[src/rtl/radar_sweep_sequencer.sv]
// Sweep sequencer for the radar datapath: steps the servo across N_STEPS angles,
// fires one ultrasonic measurement per angle and tracks the nearest obstacle per sweep.
module radar_sweep_sequencer #(
  parameter int unsigned N_STEPS       = 5,
  parameter int unsigned DUTY_BASE     = 2,
  parameter logic [7:0]  PERIOD_SM     = 8'd20,
  parameter logic [7:0]  PERIOD_US     = 8'd60,
  parameter int unsigned SETTLE_CYCLES = 500000,
  parameter int unsigned US_TIMEOUT    = 300000
) (
  input  logic       clk,
  input  logic       rst,
  input  logic       start,
  input  logic       stop,
  input  logic       continuous,
  input  logic       us_done,
  input  logic [7:0] us_dist,
  output logic       enable_sm,
  output logic       enable_us,
  output logic [7:0] period,
  output logic [3:0] dutty,
  output logic       busy,
  output logic       res_valid,
  output logic [3:0] res_angle,
  output logic [7:0] res_dist,
  output logic       res_tmo,
  output logic       sweep_done,
  output logic [7:0] min_dist,
  output logic [3:0] min_angle
);

  localparam int unsigned CNT_MAX    = (SETTLE_CYCLES > US_TIMEOUT) ? SETTLE_CYCLES : US_TIMEOUT;
  localparam int unsigned CW         = $clog2(CNT_MAX + 1);
  localparam logic [3:0]  LAST_STEP  = 4'(N_STEPS - 1);
  localparam logic [3:0]  DBASE      = 4'(DUTY_BASE);
  localparam logic [CW-1:0] SETTLE_END = CW'(SETTLE_CYCLES - 1);
  localparam logic [CW-1:0] TMO_END    = CW'(US_TIMEOUT - 1);

  typedef enum logic [2:0] {
    S_IDLE, S_MOVE, S_GAP, S_MEAS, S_STORE, S_GAP2
  } state_t;

  state_t        state;
  state_t        state_nxt;
  logic [CW-1:0] cnt;
  logic [3:0]    step;
  logic [3:0]    step_nxt;
  logic          dir_up;
  logic          dir_nxt;
  logic          done_q;
  logic          done_qq;
  logic [7:0]    dist_q;
  logic [7:0]    run_min;
  logic [3:0]    run_angle;
  logic          rise_c;
  logic          sweep_end_c;
  logic [7:0]    sample_c;
  logic [3:0]    drive_step_c;

  assign rise_c      = done_q & ~done_qq;
  assign sample_c    = rise_c ? dist_q : 8'hFF;
  assign sweep_end_c = dir_up ? (step == LAST_STEP) : (step == 4'd0);

  // Next angle: walk in the current direction, or turn around at an endpoint
  always_comb begin
    step_nxt = step;
    dir_nxt  = dir_up;
    if (!sweep_end_c) begin
      step_nxt = dir_up ? step + 4'd1 : step - 4'd1;
    end else begin
      dir_nxt = ~dir_up;
      if (N_STEPS > 1) step_nxt = dir_up ? LAST_STEP - 4'd1 : 4'd1;
    end
  end

  always_comb begin
    state_nxt = state;
    if (state == S_IDLE) begin
      if (start && !stop) state_nxt = S_MOVE;
    end else if (stop) begin
      state_nxt = S_IDLE;
    end else begin
      case (state)
        S_MOVE:  if (cnt == SETTLE_END) state_nxt = S_GAP;
        S_GAP:   state_nxt = S_MEAS;
        S_MEAS:  if (rise_c || cnt == TMO_END) state_nxt = S_STORE;
        S_STORE: state_nxt = S_GAP2;
        S_GAP2:  state_nxt = (sweep_end_c && !continuous) ? S_IDLE : S_MOVE;
        default: state_nxt = S_IDLE;
      endcase
    end
  end

  // Step driven on the servo/sensor in the state being entered
  always_comb begin
    drive_step_c = step;
    if (state == S_IDLE) drive_step_c = 4'd0;
    else if (state == S_GAP2) drive_step_c = step_nxt;
  end

  always_ff @(posedge clk) begin
    if (rst) begin
      state      <= S_IDLE;
      cnt        <= '0;
      step       <= 4'd0;
      dir_up     <= 1'b1;
      done_q     <= 1'b0;
      done_qq    <= 1'b0;
      dist_q     <= 8'd0;
      run_min    <= 8'hFF;
      run_angle  <= 4'd0;
      enable_sm  <= 1'b0;
      enable_us  <= 1'b0;
      period     <= 8'd0;
      dutty      <= 4'd0;
      busy       <= 1'b0;
      res_valid  <= 1'b0;
      res_angle  <= 4'd0;
      res_dist   <= 8'd0;
      res_tmo    <= 1'b0;
      sweep_done <= 1'b0;
      min_dist   <= 8'hFF;
      min_angle  <= 4'd0;
    end else begin
      state   <= state_nxt;
      done_q  <= us_done;
      done_qq <= done_q;
      dist_q  <= us_dist;

      if (state_nxt != state) cnt <= '0;
      else if (state == S_MOVE || state == S_MEAS) cnt <= cnt + CW'(1);

      enable_sm <= (state_nxt == S_MOVE);
      enable_us <= (state_nxt == S_MEAS);
      busy      <= (state_nxt != S_IDLE);
      res_valid <= (state_nxt == S_STORE);
      period    <= (state_nxt == S_MOVE) ? PERIOD_SM :
                   (state_nxt == S_MEAS) ? PERIOD_US : 8'd0;
      dutty     <= (state_nxt == S_MOVE || state_nxt == S_MEAS) ? DBASE + drive_step_c : 4'd0;

      if (state == S_IDLE && state_nxt == S_MOVE) begin
        step      <= 4'd0;
        dir_up    <= 1'b1;
        run_min   <= 8'hFF;
        run_angle <= 4'd0;
      end

      if (state == S_GAP2 && state_nxt == S_MOVE) begin
        step   <= step_nxt;
        dir_up <= dir_nxt;
      end

      // Strict compare keeps the earliest sample of the sweep on ties
      if (state == S_MEAS && state_nxt == S_STORE) begin
        res_angle <= step;
        res_dist  <= sample_c;
        res_tmo   <= ~rise_c;
        if (sample_c < run_min) begin
          run_min   <= sample_c;
          run_angle <= step;
        end
      end

      sweep_done <= 1'b0;
      if (state == S_STORE && state_nxt == S_GAP2 && sweep_end_c) begin
        sweep_done <= 1'b1;
        min_dist   <= run_min;
        min_angle  <= run_angle;
        run_min    <= 8'hFF;
        run_angle  <= 4'd0;
      end
    end
  end

endmodule

[config.mk]
export PLATFORM = sky130hd
export DESIGN_NAME = radar_sweep_sequencer
export DESIGN_NICKNAME = d
export VERILOG_FILES = /design/src/rtl/radar_sweep_sequencer.sv
export SDC_FILE = /design/constraint.sdc
export NUM_CORES = 1
export LEC_CHECK = 0
export ABC_AREA = 1
export BUFFER_PORTS_ARGS = -buffer_cell sky130_fd_sc_hd__buf_2
export CORE_MARGIN = 2
export CORE_UTILIZATION = 28
export CTS_BUF_LIST = sky130_fd_sc_hd__clkbuf_16
export DETAILED_ROUTE_END_ITERATION = 10
export GPL_ROUTABILITY_DRIVEN = 0
export HOLD_SLACK_MARGIN = 0.05
export PLACE_DENSITY = 0.51
export SETUP_SLACK_MARGIN = 0.3
export SLEW_MARGIN = 20
export SYNTH_ARGS = -nofsm -noshare
export SYNTH_HDL_FRONTEND = slang
export SYNTH_SLANG_ARGS = --single-unit
[constraint.sdc]
create_clock -name clk -period 2.9 [get_ports clk]
set_input_delay 0.58 -clock clk [delete_from_list [all_inputs] [get_ports clk]]
set_output_delay 0.58 -clock clk [all_outputs]
set_load 0.01 [all_outputs]
# [After elaboration in Yosys (flattened, before gate mapping)]
# Cells that the tools add are included.
[totals] input_bits=14 output_inout_bits=42 regBits=89
[classes] n_eq_ne=14 n_mux=28 n_reduce_logical=21 n_bitwise=5 n_addsub=4 magnitude_cmp=1
[ops] cell="19-bit == test, second input constant" count=2
[ops] cell="4-bit 2-to-1 mux" count=9
[ops] cell="8-bit 2-to-1 mux" count=4
[ops] cell="19-bit by 1-bit adder with 19-bit output, second input constant" count=1
[ops] cell="3-bit 2-to-1 mux" count=5
[ops] cell="3-bit one-hot mux with 5 select lines" count=1
[ops] cell="3-bit == test, second input constant" count=4
[ops] cell="3-bit by 2-bit == test with 1-bit output, second input constant" count=3
[ops] cell="8-bit < comparator" count=1
[ops] cell="2-bit OR reduction" count=4
[ops] cell="1-bit logical AND" count=7
[ops] cell="3-bit by 1-bit == test with 1-bit output, second input constant" count=2
[ops] cell="1-bit 2-to-1 mux" count=6
[ops] cell="6-bit 2-to-1 mux" count=1
[ops] cell="5-bit 2-to-1 mux" count=1
[ops] cell="2-bit by 4-bit adder with 4-bit output, first input constant" count=1
[ops] cell="4-bit by 1-bit adder with 4-bit output, second input constant" count=1
[ops] cell="4-bit by 3-bit == test with 1-bit output, second input constant" count=1
[ops] cell="4-bit logical NOT" count=1
[ops] cell="1-bit inverter" count=4
[ops] cell="4-bit by 1-bit subtractor with 4-bit output, second input constant" count=1
[ops] cell="3-bit logical NOT" count=1
[ops] cell="1-bit logical OR" count=3
[ops] cell="3-bit != test" count=1
[ops] cell="other kinds (7)" count=8

# [Longest topological paths before layout]
[logic_depth] word_depth=12 ltp_mapped=18

# [Worst setup path before layout]
# OpenSTA, ideal clock, no wires.
[synth_timing] kind="register -> register" start="register done_q" end="register run_min[1]" t_arrival_ns=2.077 path_slack_ns=0.760 required_time_ns=2.838 stages_incl_launch_ff=19 path_buffers=1 setup_ns=0.062 period_less_slack_ns=2.140 path_cell_list="dfxtp_1 inv_1 nor2_1 inv_1 or2_2 ha_1 o21ai_0 nand2_1 nand3_1 nand2_1 nand2_1 nand2_1 nand2_1 nand2_1 nand2_1 nand2_1 clkbuf_1 o21ai_0 nand3_1"
[synth_between] word_cells_on_any_way=19
[synth_rtl] item="start, declared" line="50" rtl="logic done_q;"
[synth_rtl] item="start signal, assigned" line="126" rtl="done_q <= us_done;"
[synth_rtl] item="1-bit AND *" line="60" rtl="assign rise_c = done_q & ~done_qq;"
[synth_rtl] item="8-bit 2-to-1 mux *" line="61" rtl="assign sample_c = rise_c ? dist_q : 8'hFF;"
[synth_rtl] item="via sample_c[1]" line="57" rtl="logic [7:0] sample_c;"
[synth_rtl] item="8-bit < comparator" line="158" rtl="if (sample_c < run_min) begin"
[synth_rtl] item="8-bit 2-to-1 mux *" line="158"
[synth_rtl] item="8-bit 2-to-1 mux *" line="154" rtl="if (state == S_MEAS && state_nxt == S_STORE) begin"
[synth_rtl] item="end signal, assigned" line="159" rtl="run_min <= sample_c;"
[synth_rtl] item="end, declared" line="53" rtl="logic [7:0] run_min;"
# The timed path passes the listed nets; every way through them passes the cells marked *.
# A chain may end at the register's enable or synchronous reset.

# [Worst setup path after layout]
[layout_timing] start="register cnt[1]" end="register run_min[1]"
[layout_between] elab_chain_len=11 word_cells_on_any_way=19
[layout_lines] item="start, declared" line="45" rtl="logic [CW-1:0] cnt;"
[layout_lines] item="start signal, assigned" line="131" rtl="else if (state == S_MOVE || state == S_MEAS) cnt <= cnt + CW'(1);"
[layout_lines] item="19-bit == test" line="86" rtl="S_MEAS: if (rise_c || cnt == TMO_END) state_nxt = S_STORE;"
[layout_lines] item="1-bit logical OR" line="86"
[layout_lines] item="3-bit 2-to-1 mux" line="86"
[layout_lines] item="3-bit one-hot mux with 5 select lines *" line="83" rtl="case (state)"
[layout_lines] item="3-bit 2-to-1 mux *" line="80" rtl="end else if (stop) begin"
[layout_lines] item="3-bit 2-to-1 mux *" line="78" rtl="if (state == S_IDLE) begin"
[layout_lines] item="3-bit by 1-bit == test with 1-bit output" line="141" rtl="if (state == S_IDLE && state_nxt == S_MOVE) begin"
[layout_lines] item="1-bit logical AND" line="141"
[layout_lines] item="8-bit 2-to-1 mux" line="141"
[layout_lines] item="8-bit 2-to-1 mux" line="158"
[layout_lines] item="8-bit 2-to-1 mux" line="154"
# Mark *: on every way between the ends. The rest lies on a longest branch, timed or not.

==> impl_metrics.env <==
export IMPL_yosysTopAreaCell="dfxtp_1"
export IMPL_core_sq_mm=0.01383
export IMPL_ios=56
export IMPL_fin_tns_setup_ns=0
export IMPL_clock_root_buffer="clkbuf_16"
export IMPL_hold_viol=0
export IMPL_fmax_mhz=426.3
export IMPL_place_area_sq_mm=0.004363
export IMPL_die_height_um=122.8
export IMPL_synth_top_area_share_pct=43.09
export IMPL_rows=43
export IMPL_num_vias=3382
export IMPL_vias_per_cell=4.509
export IMPL_reg2reg_slack_ns=0.55
export IMPL_syn_avg_cell_area_sq_um=7.789
export IMPL_status="finished, final reports clean"
export IMPL_dieArea_sq_mm=0.01507
export IMPL_synthCells=507
export IMPL_yosys_top_cells_count="85 x dfxtp_1, 73 x inv_1, 71 x nand2_1"
export IMPL_dr_pass1_iters=4
export IMPL_ys_seq_area_share_pct=43.09
export IMPL_critPathArrivalTime_ns=2.64
export IMPL_final_max_slew_violation_count=0
export IMPL_grt_max_degree=28
export IMPL_clk_latency_ns=0.35
export IMPL_hold_class="primary input to register"
export IMPL_track_usage_pct=13.42
export IMPL_netlist_area_sq_mm=0.003949
export IMPL_die_x_um=122.8
export IMPL_clkTransAtPathRegs_ns=0.07
export IMPL_n_antenna_cell=0
export IMPL_wl_mm=9.271
export IMPL_r2r_cells=13
export IMPL_start_util_pct=28.56
export IMPL_vdd_drop_max_uv=266.3
export IMPL_drcViolationCount=0
export IMPL_cp_max_fo=13
export IMPL_maxCapViolCount=0
export IMPL_port_buffers=51
export IMPL_synth_edf_count=0
export IMPL_yosys_warnings=0
export IMPL_htree_levels=3
export IMPL_synth_most_common_cell="dfxtp_1"
export IMPL_fin_nets=591
export IMPL_synth_seq_cells=85
export IMPL_worstSetupEndpointType="register"
export IMPL_grt_pass1_wl_mm=15.65
export IMPL_ys_top_cells_by_area="dfxtp_1 43%, inv_1 6.9%, nand2_1 6.7%, nor2_1 5.9%, a21oi_1 4.7%"
export IMPL_crit_required_ns=3.19
export IMPL_first_iter_violations=177
export IMPL_syn2layout_area_growth_pct=19.65
export IMPL_r2r_start="cnt[1]"
export IMPL_p_leak_nw=2.045
export IMPL_overflow=0
export IMPL_post_route_period_util_pct=80.90
export IMPL_first_global_vias=3328
export IMPL_cts_buffers=9
export IMPL_crit_start="cnt[1]"
export IMPL_post_route_min_period_ns=2.346
export IMPL_cts_buffer_depth=2
export IMPL_setup_violations=0
export IMPL_rsz0062_at_grt="yes"
export IMPL_worstSetupPathType="register to register"
export IMPL_cp_start_kind="register"
export IMPL_slew_headroom_pct=53.01
export IMPL_rr_endpoint="run_min[1]"
export IMPL_synth_flop_cell="dfxtp_1"
export IMPL_worst_pin_slew_ns=0.7015
export IMPL_yosys_cell_types_count=41
export IMPL_final_area_sq_mm=0.004725
export IMPL_fin_skew_ns=0.01066
export IMPL_antenna_found_initial=0
export IMPL_cts_sinks=85
export IMPL_routedWlPerCell_um=12.36
export IMPL_ant_nets=0
export IMPL_drive_gt1_share_pct=21.58
export IMPL_pwr_density_cell_mw_per_mm2=518.9
export IMPL_n_fill_cell=1460
export IMPL_async_reset_ff_share_pct=0
export IMPL_cts_tree="built"
export IMPL_worstSetupEndpoint="run_min[1]"
export IMPL_hpwl_mm=6.606
==> how the worst min path moves through the flow <==
stage / startpoint / endpoint / slack, ns / cells after the start
after floorplan: done_q / done_qq / 0.41 / 2
after global placement: done_q / done_qq / 0.42 / 2
after detailed placement: done_q / done_qq / 0.42 / 2
after CTS: us_dist[2] / dist_q[2] / 0.41 / 3
after global routing: us_dist[3] / dist_q[3] / 0.43 / 3
final: us_dist[0] / dist_q[0] / 0.43 / 3
==> layout by cell type, fill, tap and decap left out, types with 5 or more instances in the layout <==
| cell | count |
|---|---|
| nor2_1 | 61 |
| clkbuf_16 | 9 |
| nand3_1 | 34 |
| nand2_2 | 5 |
| inv_1 | 71 |
| nor3_1 | 13 |
| dfxtp_1 | 85 |
| nand2_1 | 69 |
| buf_4 | 11 |
| or2_2 | 7 |
| inv_2 | 5 |
| xnor2_1 | 5 |
| buf_2 | 51 |
| o21ai_0 | 22 |
| ha_1 | 11 |
| a21oi_1 | 37 |
| xor2_1 | 14 |
| nor3_2 | 12 |
==> stage by stage <==
stage / setup WS [ns] / power, mW / hold slack [ns] / instances / util, %
after floorplan: 0.7605 / 1.322 / 0.4107 / 510 / -
after global placement: 0.2263 / 1.356 / 0.4189 / 728 / 31.55
after detailed placement: 0.1787 / 1.359 / 0.4221 / 728 / 31.55
after CTS: 0.3822 / 2.481 / 0.4141 / 744 / 33.62
after global routing: 0.2879 / 2.550 / 0.4269 / 750 / 34.17
final: 0.5540 / 2.452 / 0.4266 / 750 / 34.17
==> layer usage <==
layer  GRT usage [%]  vias to the layer above  share of wire (%)
met5               0                        -                  0
met4           7.184                        0                2.4
met3           3.346                       16                3.8
met2           22.24                       62                 49
met1           15.90                     1578                 44
li1                -                     1726                  -
==> critical path, stage by stage, from the launching register on <==
cell and delay [ns]:
dfxtp_1 0.35, ha_1 0.17, nand3_1 0.12, nor2_1 0.17
nand3_1 0.10, nand2_1 0.08, nand2_1 0.05, nand2_1 0.13
nand2_1 0.07, nand2_1 0.18, nand4_2 0.38, inv_1 0.31
o21ai_0 0.12, nand3_1 0.08
==> cell type report <==
type                       count  area [sq um]  share of cell area (%)
clock buffer                   9         225.2                   4.767
clock inverter                 7         57.56                   1.218
inverter                      78         297.8                   6.303
multi-input combinational    327          1854                   39.25
sequential                    85          1702                   36.02
tap                          180         225.2                   4.767
timing repair buffer          63         357.8                   7.574
timing repair inverter         1         5.005                  0.1059
==> report_power, final <==
part	total [mW]	leakage [nW]	switching, mW	internal [mW]
Sequential	1.19	0.689	0.00597	1.18
Clock	1.11	0.136	0.514	0.594
Combinational	0.159	1.22	0.106	0.0521
==> registers in the layout, summed over array words and instances, names as in the netlist, 2 cells and up <==
register   cells
step           4
period         2
min_angle      4
state          3
cnt           19
run_min        8
res_angle      4
res_dist       8
dist_q         8
run_angle      4
dutty          4
min_dist       8
==> logic make-up (layout without fill, tap and decap cells) <==
kind of cell / count (synthesis) / after routing / synth area share (%)
adders and majority gates: 12 / 12 / 3.992
AOI/OAI and AO/OA: 75 / 75 / 11.12
other: 1 / 4 / 0.09497
and+or+nand+nor: 216 / 216 / 26.49
muxes: 1 / 1 / 0.2535
xor gates and xnor gates: 19 / 19 / 4.214
buffers and inverters: 98 / 158 / 10.74
DFF: 85 / 85 / 43.09
==> what timing repair did <==
item / CTS / global route
gates resized for setup: 2 / 5
setup endpoints to repair: 12 / 28
hold buffers: 0 / 0
gates cloned: 0 / 1
setup buffers: 0 / 5
(Power assumes the default switching activity.)
